### config.mk
export PLATFORM = sky130hd
export DESIGN_NAME = lookup_arbiter
export DESIGN_NICKNAME = d
export VERILOG_FILES = /design/src/rtl/lookup_arbiter.sv
export SDC_FILE = /design/constraint.sdc
export NUM_CORES = 1
export LEC_CHECK = 0
export CAP_MARGIN = 0
export CORE_MARGIN = 3
export CORE_UTILIZATION = 39
export CTS_CLUSTER_DIAMETER = 30
export CTS_CLUSTER_SIZE = 20
export DETAILED_ROUTE_END_ITERATION = 8
export PLACE_DENSITY_LB_ADDON = 0.25
export SKIP_LAST_GASP = 1
export SYNTH_ARGS = -nofsm -noshare
export SYNTH_HDL_FRONTEND = slang
export SYNTH_SLANG_ARGS = --single-unit
### constraint.sdc
create_clock -name i_clk -period 1.9 [get_ports i_clk]
set_input_delay 0.285 -clock i_clk [delete_from_list [all_inputs] [get_ports i_clk]]
set_output_delay 0.285 -clock i_clk [all_outputs]
set_load 0.05 [all_outputs]
### src/rtl/lookup_arbiter.sv
// -----------------------------------------------------------------------------
// lookup_arbiter
//
// Round-robin arbiter that shares one single-port lookup resource (a ROM/RAM
// with one cycle of read latency) between N requesters. Only one transaction
// is in flight at a time. Each transaction is accepted in IDLE, issued to the
// lookup in ISSUE, captured in WAIT, and presented in RESP until the response
// sink takes it.
//
// Ports
//   i_clk        : sole clock, rising edge
//   i_rst        : synchronous, active-high reset
//   i_req_valid  : [N]      per-requester lookup request
//   i_req_index  : [N*AW]   per-requester index, requester k at [k*AW +: AW]
//   o_req_ready  : [N]      one-hot accept, only ever asserted in IDLE
//   o_lut_en     : read strobe to the shared lookup resource
//   o_lut_addr   : [AW]     read address to the shared lookup resource
//   i_lut_data   : [DW]     read data, valid one cycle after o_lut_en
//   o_rsp_valid  : response valid
//   o_rsp_data   : [DW]     response data
//   o_rsp_id     : [$clog2(N)] requester that owns the response
//   o_rsp_err    : out-of-range index flag
//   i_rsp_ready  : response sink ready
//
// Configuration
//   LOOKUP_ARBITER_RANGE_CHECK_EN : when defined, an index >= DEPTH skips the
//   lookup entirely and is answered one cycle after accept with data 0 and
//   o_rsp_err = 1. When undefined, every index goes to the lookup unchanged
//   and o_rsp_err is tied to 0.
// -----------------------------------------------------------------------------
module lookup_arbiter #(
    parameter int N     = 4,
    parameter int AW    = 4,
    parameter int DW    = 32,
    parameter int DEPTH = 16
) (
    input  logic                 i_clk,
    input  logic                 i_rst,
    input  logic [N-1:0]         i_req_valid,
    input  logic [N*AW-1:0]      i_req_index,
    output logic [N-1:0]         o_req_ready,
    output logic                 o_lut_en,
    output logic [AW-1:0]        o_lut_addr,
    input  logic [DW-1:0]        i_lut_data,
    output logic                 o_rsp_valid,
    output logic [DW-1:0]        o_rsp_data,
    output logic [$clog2(N)-1:0] o_rsp_id,
    output logic                 o_rsp_err,
    input  logic                 i_rsp_ready
);

    localparam int IW = $clog2(N);

    // Reject parameter sets the arbitration and range logic are not built for.
    if (N < 2 || N > 8 || DEPTH < 1 || DEPTH > (1 << AW)) begin : g_param_check
        $error("lookup_arbiter: illegal parameter combination");
    end

    typedef enum logic [1:0] {
        IDLE  = 2'd0,
        ISSUE = 2'd1,
        WAIT  = 2'd2,
        RESP  = 2'd3
    } state_t;

    state_t         state_q;
    state_t         state_d;

    logic [IW-1:0]  ptr_q;
    logic [IW-1:0]  id_q;
    logic [AW-1:0]  index_q;
    logic [DW-1:0]  rsp_data_q;

    logic           grant_valid;
    logic [IW-1:0]  grant_id;
    logic [AW-1:0]  grant_index;

    logic [IW:0]    ptr_inc;
    logic [IW-1:0]  ptr_next;

`ifdef LOOKUP_ARBITER_RANGE_CHECK_EN
    logic           err_q;
    logic           grant_oor;
`endif

    // -------------------------------------------------------------------------
    // Round-robin pick: scan the requesters starting at ptr and wrapping at N.
    // The candidate is computed one bit wider than the id so that ptr + i can
    // be wrapped correctly even when N is not a power of two.
    // -------------------------------------------------------------------------
    always_comb begin
        logic [IW:0] cand;
        cand        = '0;
        grant_valid = 1'b0;
        grant_id    = '0;
        for (int i = 0; i < N; i++) begin
            cand = {1'b0, ptr_q} + (IW+1)'(i);
            if (cand >= (IW+1)'(N)) begin
                cand = cand - (IW+1)'(N);
            end
            if (!grant_valid && i_req_valid[cand[IW-1:0]]) begin
                grant_valid = 1'b1;
                grant_id    = cand[IW-1:0];
            end
        end
    end

    // Select the index belonging to the winning requester.
    always_comb begin
        grant_index = '0;
        for (int k = 0; k < N; k++) begin
            if (grant_id == IW'(k)) begin
                grant_index = i_req_index[k*AW +: AW];
            end
        end
    end

`ifdef LOOKUP_ARBITER_RANGE_CHECK_EN
    // Indices at or beyond DEPTH are never sent to the lookup resource.
    assign grant_oor = (32'(grant_index) >= 32'(DEPTH));
`endif

    // After a completed response the pointer moves just past its owner, so
    // the owner becomes the lowest-priority requester for the next pick.
    assign ptr_inc  = {1'b0, id_q} + (IW+1)'(1);
    assign ptr_next = (ptr_inc == (IW+1)'(N)) ? '0 : ptr_inc[IW-1:0];

    // -------------------------------------------------------------------------
    // FSM state register
    // -------------------------------------------------------------------------
    always_ff @(posedge i_clk) begin
        if (i_rst) begin
            state_q <= IDLE;
        end else begin
            state_q <= state_d;
        end
    end

    // -------------------------------------------------------------------------
    // FSM next-state logic
    // -------------------------------------------------------------------------
    always_comb begin
        state_d = state_q;
        case (state_q)
            IDLE: begin
                if (grant_valid) begin
`ifdef LOOKUP_ARBITER_RANGE_CHECK_EN
                    state_d = grant_oor ? RESP : ISSUE;
`else
                    state_d = ISSUE;
`endif
                end
            end
            ISSUE:   state_d = WAIT;
            WAIT:    state_d = RESP;
            RESP: begin
                if (i_rsp_ready) begin
                    state_d = IDLE;
                end
            end
            default: state_d = IDLE;
        endcase
    end

    // -------------------------------------------------------------------------
    // FSM outputs. o_req_ready is combinational so that the accept happens in
    // the same cycle the request is seen; it is masked during reset so nothing
    // is handshaken while the block is being cleared.
    // -------------------------------------------------------------------------
    always_comb begin
        o_req_ready = '0;
        o_lut_en    = 1'b0;
        o_lut_addr  = '0;
        o_rsp_valid = 1'b0;
        case (state_q)
            IDLE: begin
                if (grant_valid && !i_rst) begin
                    for (int k = 0; k < N; k++) begin
                        o_req_ready[k] = (grant_id == IW'(k));
                    end
                end
            end
            ISSUE: begin
                o_lut_en   = 1'b1;
                o_lut_addr = index_q;
            end
            RESP: begin
                o_rsp_valid = 1'b1;
            end
            default: begin
            end
        endcase
    end

    // -------------------------------------------------------------------------
    // Transaction datapath: latch owner and index on accept, capture lookup
    // data in WAIT, and advance the round-robin pointer on the response
    // handshake. Reset clears everything, discarding any transaction in flight.
    // -------------------------------------------------------------------------
    always_ff @(posedge i_clk) begin
        if (i_rst) begin
            ptr_q      <= '0;
            id_q       <= '0;
            index_q    <= '0;
            rsp_data_q <= '0;
`ifdef LOOKUP_ARBITER_RANGE_CHECK_EN
            err_q      <= 1'b0;
`endif
        end else begin
            case (state_q)
                IDLE: begin
                    if (grant_valid) begin
                        id_q    <= grant_id;
                        index_q <= grant_index;
`ifdef LOOKUP_ARBITER_RANGE_CHECK_EN
                        err_q   <= grant_oor;
                        if (grant_oor) begin
                            rsp_data_q <= '0;
                        end
`endif
                    end
                end
                WAIT: begin
                    rsp_data_q <= i_lut_data;
                end
                RESP: begin
                    if (i_rsp_ready) begin
                        ptr_q <= ptr_next;
                    end
                end
                default: begin
                end
            endcase
        end
    end

    assign o_rsp_data = rsp_data_q;
    assign o_rsp_id   = id_q;

`ifdef LOOKUP_ARBITER_RANGE_CHECK_EN
    assign o_rsp_err = err_q;
`else
    assign o_rsp_err = 1'b0;
`endif

endmodule
==> flow_results.org, run 1 <==
** Outcome
- The run finished, with violations left.
- Failing checks :: setup timing

** Yosys
- Most common flop cell mapped by yosys :: dfxtp_1
- Share of Yosys cell area claimed by the top area cell type :: 44.4%
- Fraction of the yosys area taken by sequential cells :: 44.4%
- Net Count, Synth :: 254
- Cell types occupying the most area after synthesis :: dfxtp_1 (44%), mux2i_1 (18%), nor2_1 (8.1%)
- Mapped Area :: 1890 sq um
- Number of enable-type register cells in the synthesized netlist :: 0
- In the post-synthesis netlist, the cell with the most instances is dfxtp_1.
- Cell variety after synth :: 32
- Counting every instance in the synthesized netlist gives 194.
- The largest total area in the synthesized netlist belongs to dfxtp_1.
- Fraction of registers with async set or reset after synthesis :: 0%
- The commonest cells after synthesis are dfxtp_1 (42), nor2_1 (41), mux2i_1 (34).
- During synthesis, Yosys emitted a total of 0 warnings.
- A synthesized cell averages 9.75 sq um.
- In this run, synthesis produced a sequential element count of 42.

** Clock tree
- TritonCTS built the clock tree.
- After clock tree synthesis, the clock-pin slew on the worst setup and hold paths is 80 ps.
- The longest clock path from root to sink contains 2 buffers.
- Clk Tree Root Cell :: clkbuf_8
- In this run, CTS created clock tree buffers numbering 5.
- The clock net in this run drives a total of 42 sinks.
- Hold-fix buffers at CTS :: 0
- Skew-Pair Late Insertion Delay :: 290 ps
- In this run the number of H-tree levels came out at 2.

** STA
- Setup violations remaining at the end of the flow were counted as 4.
- Based on the critical path, the design can be clocked at up to 501 MHz.
- Final sum of negative setup slack :: -292 ps
- The worst path uses 105% of the clock period.
- Remaining max-slew budget at the tightest pin :: 65.4%
- The clock arrives with 10.6 ps of skew.
- PnR worst setup slack :: -97.0 ps
- Final slew viol count :: 0
- Transition time at the pin with the least slew margin :: 517 ps
- Setup repair after global routing could not meet its margin everywhere.
- Post-layout min period :: 2000 ps
- Final-report hold violation count :: 0

** Critical path
- R2R cell count :: 8
- Traced cell by cell, the critical path runs through and2b_4 > nor4b_4 > nor2_4 > nor3_4 > buf_12.
- Internal reg-to-reg setup slack :: 10 ps
- Worst path slowest cell :: dfxtp_2
- In this run the worst path has a maximum fanout of 3.
- The largest single stage delay on the critical path is 360 ps.
- Type of the setup path with the least slack :: flip-flop to output port
- STA classifies the critical path endpoint as an output port.
- The startpoint identified for the worst register-to-register timing path is ptr_q[0].
- At the worst endpoint, the required time is 1620 ps.
- STA classifies the critical path startpoint as a flip-flop.
- For the worst setup path, the data arrival time is 1710 ps.
- Terminus of the critical flop-to-flop path :: index_q[3]

** Die
- I/O pin cnt :: 100
- The total area inside the core boundary comes to 4500 sq um.
- Die height :: 75.6 um
- Starting utilization of the core area :: 42.0%
- Die X-Extent :: 75.6 um
- The initialized floorplan defines 24 standard-cell rows.
- The die covers 5720 sq um.

** Placement
- Worst setup slack after placement :: -329 ps
- Port buffer count :: 98
- Dpl hpwl :: 3850 um
- Routability-driven placement finished with a final weighted congestion of 0.949.

** Power
- Net switching is 40.9% of the power.
- The internal portion of the total power is 0.00238 W.
- Total net switching power :: 0.00165 W
- Combinational Power Share :: 56.1%
- Summing internal, switching and leakage power gives 0.00403 W.
- The clock network is responsible for 14.8% of the overall power.
- IR analysis of the VDD net gives a maximum drop of 0.778 mV.
- Static leakage :: 1.30 nW
- Total power per unit cell area :: 1190 nW/um^2
- Sequential share of power :: 29.1%

** Run
- Across the run, the number of max-cap violations was 0.

** Global routing
- All-Layer GR Usage :: 18.1%
- In this run the most used layer during global routing was met2.
- Entering global routing, the biggest net connects 40 pins.
- Residual overflow from global routing :: 0
- For this run, global-route usage on met3 was measured as 5.80%.
- The first global-routing pass estimated 7910 um of wire.
- The initial antenna violation count came to 0.
- Via count of the first global-routing pass :: 1706
- GRT met2 Usage :: 30.5%
- In the global route stage, met1 resource usage came out at 22.0%.

** Drt
- The final route contains 1783 vias.
- Once detail routing completed, the nets flagged for antenna violations numbered 0.
- Post-route DRC :: 0
- In the final routed layout, each cell accounts on average for 14.0 um.
- Detailed-routing iteration count for the pre-antenna-repair pass :: 4
- Number of design-rule violations left by the first detailed-router iteration :: 62
- Final wirelength :: 5140 um
- In the routed layout, each cell is associated on average with a via count of 4.85.

** Final layout
- In the final layout, the share of cells above drive strength 1 is 23.4%.
- Multi-input gate area :: 1100 sq um
- The repair_antennas step left the layout with diodes totalling 0.
- Sequential Area :: 845 sq um
- At the end of the flow, the number of nets in the layout was 375.
- Fill cell count :: 317
- The area growth from synthesis to layout is 79.5%.

** Worst hold path
- Worst-case hold path end point :: index_q[1]
- Min-Delay Startpoint :: index_q[1]
- Along the worst hold path, the cell count comes to 2.
- In this run the worst hold path is classified as flip-flop to flip-flop.
critical path: cells and delay by family, from the launching register on:
family,cells,cell delay [ps]
buf+inv,1,160
flops,1,360
simple gates,4,900
sequential cells by signal, indices dropped and copies added (netlist names):
signal,count
state_q,2
o_rsp_data,32
index_q,4
ptr_q,2
o_rsp_id,2
through the flow:
stage | cell area, sq um | util [%] | hold slack (ps) | std cells
after floorplan | 1910 | - | 426 | 194
after global placement | 3150 | 69.9 | 436 | 352
after detailed placement | 3150 | 69.9 | 439 | 352
after CTS | 3360 | 74.7 | 456 | 365
after global routing | 3400 | 75.4 | 481 | 368
final | 3400 | 75.4 | 454 | 368
cells by family (layout without fill, tap and decap cells):
group | Yosys count | count (layout) | synth area share, %
compound gates | 20 | 20 | 9.92
other cells | 1 | 1 | 0.198
flops | 42 | 42 | 44.4
buf+inv | 14 | 136 | 3.44
fa+ha+maj | 5 | 5 | 3.31
simple gates | 78 | 78 | 20.7
mux | 34 | 34 | 18.0
repair_timing:
item / 4_1_cts / 5_1_grt
buffers inserted: 6 / 3
pin swaps: 10 / 3
setup endpoints to repair: 5 / 4
resized for setup: 27 / 3
layout by cell type, fill, tap and decap left out, types with 2 or more instances in the layout:
master / count
dfxtp_2: 3
clkbuf_8: 6
and2_1: 4
nor2_1: 40
nor2b_1: 2
a21oi_1: 3
o31ai_2: 4
or2_4: 2
mux2i_1: 34
dfxtp_1: 39
clkdlybuf4s15_2: 2
ha_1: 3
nor2_4: 2
nor3b_1: 8
nand2_1: 7
buf_12: 10
a211oi_1: 8
nor3_4: 4
inv_2: 2
nor3_1: 3
clkdlybuf4s50_1: 83
buf_4: 28
layer usage:
layer	vias up	share of wire (%)
met5	-	0
met4	0	1.3
met3	9	6.7
met2	57	50
met1	804	42
li1	913	-
power by group through the flow:
stage / Sequential [W] / Combinational, W / Clock (W)
floorplan: 0.00166 / 0.000868 / 0
global placement: 0.00118 / 0.00212 / 0
detailed placement: 0.00119 / 0.00215 / 0
CTS: 0.00117 / 0.00227 / 0.000622
global route: 0.00120 / 0.00241 / 0.000653
finish: 0.00117 / 0.00226 / 0.000595
how the worst max path moves through the flow:
stage	startpoint	to	depth (start not counted)
3_3_place_gp	i_req_valid[1]	o_req_ready[3]	7
5_1_grt	ptr_q[0]	o_req_ready[3]	5
4_1_cts	ptr_q[0]	o_req_ready[1]	5
3_5_place_dp	i_req_valid[0]	index_q[3]	7
2_1_floorplan	state_q[0]	o_req_ready[0]	6
6_report	ptr_q[0]	o_req_ready[3]	5
layout make-up:
cell class / instances / area share (%)
Clock buffer: 7 / 2.54
Clock inverter: 1 / 0.258
Inverter: 3 / 0.332
Multi-Input combinational cell: 138 / 32.3
Sequential cell: 42 / 24.9
Tap cell: 52 / 1.92
Timing Repair Buffer: 125 / 37.8
No activity file was read; power rests on OpenSTA's default activity.
==> run 2: changes to the inputs <==
--- a/config.mk
+++ b/config.mk
@@ -5,9 +5,8 @@
 export SDC_FILE = /design/constraint.sdc
 export NUM_CORES = 1
 export LEC_CHECK = 0
-export CAP_MARGIN = 0
 export CORE_MARGIN = 3
-export CORE_UTILIZATION = 39
+export CORE_UTILIZATION = 35
 export CTS_CLUSTER_DIAMETER = 30
 export CTS_CLUSTER_SIZE = 20
 export DETAILED_ROUTE_END_ITERATION = 8
==> run 2 against run 1 <==
Net effect:
- the flow still finishes with violations (setup timing)
- fmax rose by 3.0%
- total power fell by 1.4%
- sequential power barely moved
- wire length rose by 0.66%
- die area rose by 11%
- critical path depth rose by 1
- sequential share of layout area rose by 0.31 points
- combinational power barely moved
- cell count rose by 3.8%
- via count barely moved
- design area fell by 1.1%
- clock power fell by 11%
==> flow_results.org, run 2 (same netlist as run 1, synthesis figures left out) <==
** Final layout
- The final layout net count came to 372 (-0.80%).
- Util after Layout :: 64.9% (-10 points)
- Compared with the post-synthesis result, the final layout area differs by 77.6%.
- The post-layout instance area was 3360 sq um (-1.1%).
- Fraction of layout cells with a size suffix above 1 :: 22.8% (-0.66 points)
- Max FFs per register :: 32 (unchanged)
- Leaving out fill and tap cells, the most frequent cell in the layout is clkdlybuf4s50_1.
- In the layout the commonest cells are clkdlybuf4s50_1 (83), nor2_1 (40), dfxtp_1 (38), mux2i_1 (34), buf_4 (25).
- The number of antenna cells inserted was 0 (unchanged).

** STA
- The time the final worst path needs with I/O delays and setup came to 1940 ps (-57.4 ps).
- The fraction of the cycle the final worst path needs came to 102% (-3.0 points).
- Remaining max-slew budget at the tightest pin :: 65.1% (-0.33 points)
- The count of final max-slew check failures came to 0 (unchanged).
- Final sum of negative setup slack :: -101 ps (+191 ps)
- PnR worst setup slack :: -39.6 ps (+57.4 ps)
- Layout Skew :: 4.36 ps (-6.24 ps)
- Worst slack on hold paths :: 455 ps (+0.866 ps)
- Setup repair after global routing could not meet its margin everywhere.
- Final-report hold violation count :: 0 (unchanged)
- Count of endpoints failing setup in the final report :: 3 (-1)
- The upper clock frequency limit is 516 MHz (+3.0%).
- Transition time at the pin with the least slew margin :: 522 ps (+4.97 ps)

** Global routing
- The overall routing resource usage came to 16.5% (-1.6 points).
- Residual overflow from global routing :: 0 (unchanged)
- The maximum number of pins on one net before global-route repair is 40 (unchanged).
- Antenna violations before repair :: 0 (unchanged)
- The global-route wire length before repair came to 8260 um (+4.5%).
- Via count of the first global-routing pass :: 1788 (+4.8%)

** Power
- Worst-case vdd ir drop :: 0.739 mV (-4.9%)
- Overall power after layout :: 0.00397 W (-1.4%)
- Total power per unit cell area :: 1180 nW/um^2 (-0.35%)
- The leakage component of the power is 1.28 nW (-2.0%).

** Worst hold path
- In this run the most critical hold path is launched from index_q[2].
- The worst hold path terminates at index_q[2].
- The tightest min-delay check is of the flip-flop to flip-flop type.
- Hold-critical path depth :: 2 (unchanged)

** Critical path
- R2R cell count :: 8 (unchanged)
- Among all stages on the critical path, the largest delay is contributed by a2111oi_4.
- The endpoint identified for the worst register-to-register timing path is index_q[0].
- In this run the critical register-to-register path is launched from ptr_q[0].
- Highest cell delay on the worst timing path :: 390 ps (+30 ps)
- Startpoint kind of the worst setup timing path :: input pin
- The worst endpoint data arrival time came to 1650 ps (-60 ps).
- Type of the setup path with the least slack :: input pin to output port
- CP endpoint kind :: output port
- The register-to-register setup slack was 100 ps (+90 ps).
- The required time at the worst-slack endpoint is 1620 ps (about the same).
- CP cell instances :: clkdlybuf4s15_1 > nor2_4 > a2111oi_4 > nor2_2 > nor3_4 > buf_12
- Maximum fanout along the worst path :: 4 (+1)

** Clock tree
- Clock tree from TritonCTS :: done
- The count of hold buffers inserted by post-cts repair was 0 (unchanged).
- The post-CTS clock slew at the launch and capture registers of the worst setup and hold paths was 70 ps (about the same).
- The clock sink count is 42 (unchanged).
- The clock latency reported for the late side of the worst-skew pair is 280 ps (about the same).
- The number of CTS-inserted buffers is 5 (unchanged).
- Number of buffers on the longest clock path :: 2 (unchanged)
- The number of levels the H-tree was split into is 2 (unchanged).
- The tree is rooted in a clkbuf_8.

** Outcome
- The final reports fail on setup timing.
- The run finished, with violations left.

** Die
- The area of the core region is 5170 sq um (+15%).
- I/O pin cnt :: 100 (unchanged)
- Die X-Extent :: 79.5 um (+5.1%)
- The initial standard-cell utilization of the core came to 36.6% (-5.4 points).
- Die height :: 79.5 um (+5.1%)
- Site row count :: 26 (+8.3%)
- DIE AREA :: 6320 sq um (+11%)

** Placement
- The global placement routability congestion was 0.943 (-0.62%).
- The number of port buffers was 98 (unchanged).
- The placement-stage cell area was 3150 sq um (about the same).
- The total half-perimeter wirelength after legalization and detailed placement was 3750 um (-2.6%).

** Drt
- The total iterations of the first detailed-routing run was 4 (unchanged).
- Number of design-rule violations left by the first detailed-router iteration :: 42 (-32%)
- The post-route antenna net violation count was 0 (unchanged).
- The overall routed net length came to 5170 um (+0.66%).
- Wirelength per Cell :: 13.5 um (-3.0%)
- The per-cell via count in the routed design is 4.66 (-3.7%).
- The total vias in the final route came to 1782 (-0.056%).
- The number of remaining DRC errors was 0 (unchanged).

** Run
- Maximum capacitance violations :: 0 (unchanged)
==> run 2: changes by cell type in the layout (fill, tap and decap cells not counted), sizes merged <==
cell	before	now
clkdlybuf4s15	3	2
clkbuf	7	6
inv	4	3
clkinv	0	2
buf	38	35
==> run 2: area by class of cell <==
class	count	area (sq um)
multi-input cells	138	1090
clock inverters	2	10.0
flip-flops and latches	42	846
repair buffers	122	1240
fillers	425	1810
well taps	70	87.6
inverters	3	11.3
clock buffers	5	68.8
==> run 2: through the flow <==
stage | worst slack [ps] | instances
final | -39.6 | 382
after global routing | -121 | 382
after CTS | -33.0 | 381
after detailed placement | -318 | 369
after global placement | -284 | 369
after floorplan | -167 | 194
==> run 2: routing by layer <==
| metal | vias up | global-route usage, % | wire length [um] | share of wire, % |
|---|---|---|---|---|
| li1 | 906 | - | - | - |
| met4 | 0 | 5.15 | 64 | 1.2 |
| met5 | - | 0 | 0 | 0 |
| met2 | 50 | 28.5 | 2600 | 50 |
| met1 | 820 | 20.3 | 2260 | 44 |
| met3 | 6 | 3.95 | 240 | 4.6 |
==> run 2: worst max path at each step <==
| stage | from | end |
|---|---|---|
| after global routing | ptr_q[0] | o_req_ready[3] |
| final | i_req_valid[3] | o_req_ready[1] |
| after floorplan | state_q[0] | o_req_ready[0] |
| after CTS | ptr_q[1] | o_req_ready[3] |
| after global placement | i_req_valid[1] | o_req_ready[1] |
| after detailed placement | i_req_valid[1] | o_req_ready[1] |
==> run 2: worst max-delay path, delay by kind of cell <==
family                 cells  cell delay (ps)
AOI/OAI and AO/OA          1              390
buffers and inverters      2              520
and+or+nand+nor            3              450
==> run 2: what timing repair did <==
| item | 4_1_cts | 5_1_grt |
|---|---|---|
| setup buffers | 6 | 1 |
| gates resized for setup | 28 | 2 |
| pin swaps | 7 | 5 |
| setup endpoints to repair | 7 | 4 |
==> run 2: power breakdown <==
part	total (W)	switching (W)	internal, W
registers	0.00117	0.0000978	0.00108
clock network	0.000527	0.000281	0.000247
logic	0.00227	0.00126	0.00101
total	0.00397	0.00164	0.00233
==> run 3: changes to the inputs <==
--- a/config.mk
+++ b/config.mk
@@ -5,6 +5,7 @@
 export SDC_FILE = /design/constraint.sdc
 export NUM_CORES = 1
 export LEC_CHECK = 0
+export ABC_AREA = 1
 export CORE_MARGIN = 3
 export CORE_UTILIZATION = 35
 export CTS_CLUSTER_DIAMETER = 30
==> run 3 against run 2 <==
Net effect:
- the run still ends with setup timing left
- cell count grew 32%
- fmax shrank 15%
- total power is 34% higher
- die area rose by 12%
- flip-flop and latch count stayed put
- core utilization rose by 0.31 points
- area after synthesis rose by 13%
- critical path depth increased by 6
==> flow_results.org, run 3 <==
** Critical path
- The biggest fanout along the worst timing path is 9 (+5).
- CP Data Required Time :: 1620 ps (about the same)
- STA classifies the critical path endpoint as an output port.
- The worst setup path is of the flip-flop to output port kind.
- The worst setup path is launched from a flip-flop.
- The worst endpoint data arrival time came to 1980 ps (+330 ps).

** STA
- Final-report hold violation count :: 0 (unchanged)
- The upper clock frequency limit was 441 MHz (-15%).
- The fraction of the cycle the final worst path needs was 119% (+17 points).
- PnR worst setup slack :: -370 ps (-330 ps)
- Layout Skew :: 5.03 ps (+0.674 ps)
- Final slew viol count :: 0 (unchanged)
- Setup repair after global routing could not meet its margin everywhere.
- Post-layout min period :: 2270 ps (+330 ps)
- Transition time at the pin with the least slew margin :: 523 ps (+0.979 ps)
- The relative slew slack came to 65.0% (-0.066 points).
- The total of endpoints with negative setup slack in the final report was 8 (+5).

** Yosys
- The synthesis-stage register bit count was 42 (unchanged).
- Share of Yosys cell area claimed by the top area cell type :: 39.2% (-5.2 points)
- Post-Synthesis Cells :: 313 (+61%)
- The mean cell area of the mapped netlist was 6.85 sq um (-30%).
- Net Count, Synth :: 373 (+47%)
- In the synthesized netlist the dominant register cell turns out to be dfxtp_1.
- Top cells by count, synth :: nor2_1 (72), nand2_1 (51), dfxtp_1 (42)
- Cell taking the most area after synthesis :: dfxtp_1
- The number of distinct library cells after synthesis came to 26 (-19%).
- The most common cell in the synthesized netlist is nor2_1.
- Fraction of the yosys area taken by sequential cells :: 39.2% (-5.2 points)
- The fraction of registers with async set/reset was 0% (unchanged).
- The number of enable-type register cells in the synthesized netlist is 0 (unchanged).
- The number of warning messages in the yosys log came to 0 (unchanged).
- Cell types occupying the most area after synthesis :: dfxtp_1 (39%), nor2_1 (13%), nand2_1 (8.9%)
- The area of the mapped netlist is 2140 sq um (+13%).

** Clock tree
- Hold-fix buffers at CTS :: 0 (unchanged)
- Clock transition at the registers of the reported paths :: 80 ps (about the same)
- Number of buffers on the longest clock path :: 2 (unchanged)
- Clock sink count :: 42 (unchanged)
- The clock latency reported for the late side of the worst-skew pair was 280 ps (about the same).
- The number of CTS-inserted buffers came to 5 (unchanged).
- Clock tree from TritonCTS :: done
- Clk Tree Root Cell :: clkbuf_8
- The number of levels the H-tree was split into came to 2 (unchanged).

** Final layout
- Nets :: 491 (+32%)
- The number of flip-flops in the largest register was 32 (unchanged).
- Fill cell count :: 488 (+15%)
- Antenna diode instance count :: 0 (unchanged)
- The post-layout instance area came to 3730 sq um (+11%).
- The library cells used most frequently in the layout, excluding fill and tap cells, are clkdlybuf4s50_1 (84), nor2_1 (72), dfxtp_1 (40), nand2_1 (38), o21ai_0 (35).
- The area growth from synthesis to layout is 73.8%.
- Fraction of layout cells with a size suffix above 1 :: 22.9% (+0.16 points)
- The library cell used most frequently in the layout, excluding fill and tap cells, is clkdlybuf4s50_1.

** Placement
- The setup slack after placement is -385 ps (-67.6 ps).
- Port buffer count :: 98 (unchanged)
- The total half-perimeter wirelength after legalization and detailed placement came to 4420 um (+18%).
- Placed inst area :: 3440 sq um (+9.3%)
- Final weighted congestion of routability-driven global placement :: 0.911 (-3.4%)

** Global routing
- The initial antenna violation count came to 0 (unchanged).
- Via count of the first global-routing pass :: 2205 (+23%)
- All-Layer GR Usage :: 17.0% (+0.51 points)
- Residual overflow from global routing :: 0 (unchanged)
- Wire length of the first global-routing pass :: 10200 um (+23%)
- The maximum number of pins on one net before global-route repair is 39 (-2.5%).

** Worst hold path
- The path class of the tightest hold or removal check is flip-flop to flip-flop.

** Die
- I/O pin cnt :: 100 (unchanged)
- The initial standard-cell utilization of the core is 37.5% (+0.97 points).
- The area of the core region was 5710 sq um (+10%).
- Site row count :: 27 (+3.8%)
- The die footprint is 7100 sq um (+12%).
- The die width is 84.3 um (+6.0%).
- Die height :: 84.3 um (+6.0%)

** Drt
- The average routed wire per standard cell is 12.2 um (-10%).
- In this run the top signal layer used is met4.
- Met2 routed WL :: 2800 um (+7.7%)
- The length of routed met3 wiring came to 500 um (+110%).
- The total vias in the final route was 2299 (+29%).
- The total iterations of the first detailed-routing run is 4 (unchanged).
- Remaining antenna violation count :: 0 (unchanged)
- The violation count after the first detailed-routing iteration is 100 (+140%).
- Final wirelength :: 6140 um (+19%)
- The met1 routed wirelength after detailed routing was 2780 um (+23%).
- The number of remaining DRC errors was 0 (unchanged).
- Post-DR vias/cell :: 4.56 (-2.2%)

** Power
- The worst voltage drop across the vdd grid is 0.940 mV (+27%).
- The power per cell area came to 1430 nW/um^2 (+21%).
- The leakage component of the power came to 1.70 nW (+33%).
- Overall power after layout :: 0.00534 W (+34%)

** Outcome
- The run finished, with violations left.
- Failing checks :: setup timing

** Run
- The count of max-cap constraint violations was 0 (unchanged).
run 3: timing repair:
item / CTS / global route
setup buffers: 5 / 3
gates cloned: 0 / 1
pin swaps: 11 / 17
resized for setup: 12 / 26
endpoints found under the setup margin: 8 / 12
hold endpoints to repair: 0 / 0
run 3: stage by stage:
step                      std cells  setup TNS [ps]  util, %  hold WS [ps]
after global routing            504           -2720     65.3           482
after CTS                       500           -1440     63.0           463
after detailed placement        487           -3560     60.3           450
after global placement          487           -3190     60.3           447
after floorplan                 313            -359        -           354
final                           504           -1460     65.3           463
run 3: logic make-up (layout without fill, tap and decap cells):
logic type,count (synthesis),in the layout,synth area share [%]
fa+ha+maj,5,5,2.92
other cells,1,1,0.175
simple gates,164,164,34.4
compound gates,53,53,13.2
buf+inv,48,167,10.0
flops,42,42,39.2
run 3: layout make-up:
cell class / instances / area, sq um / share of cell area [%]
Timing Repair Buffer: 125 / 1320 / 35.4
Multi-Input combinational cell: 223 / 1240 / 33.2
Sequential cell: 42 / 848 / 22.8
Inverter: 34 / 138 / 3.69
Tap cell: 72 / 90.1 / 2.42
Clock buffer: 6 / 82.6 / 2.22
Clock inverter: 2 / 12.5 / 0.336
run 3: report_power, final:
group | total (W) | internal [W] | switching, W
registers | 0.00136 | 0.00119 | 0.000174
logic | 0.00339 | 0.00128 | 0.00211
clock network | 0.000587 | 0.000292 | 0.000295
run 3: layer usage:
layer | vias to the layer above | GRT usage, %
met5 | - | 0
met4 | 0 | 3.95
met3 | 6 | 5.69
met2 | 70 | 28.1
met1 | 1015 | 21.6
li1 | 1208 | -
run 3: critical path, stage by stage (launching register included):
cell and delay [ps]:
dfxtp_4 380, inv_6 100, nand2_2 100, nand3_4 110, nand2_4 60, buf_6 120
nor2_4 90, nand3_2 80, nand2_2 80, nand2_4 80, buf_4 150, nor3_4 190
buf_12 160
run 3: path summary, 6_finish.rpt:
path / startpoint / end / slack (ps) / cells past startpoint
min reg2reg: index_q[0] / index_q[0] / 460 / 2
min: index_q[0] / index_q[0] / 460 / 2
max reg2reg: ptr_q[0] / index_q[1] / -60 / 15
max: ptr_q[0] / o_req_ready[3] / -370 / 12
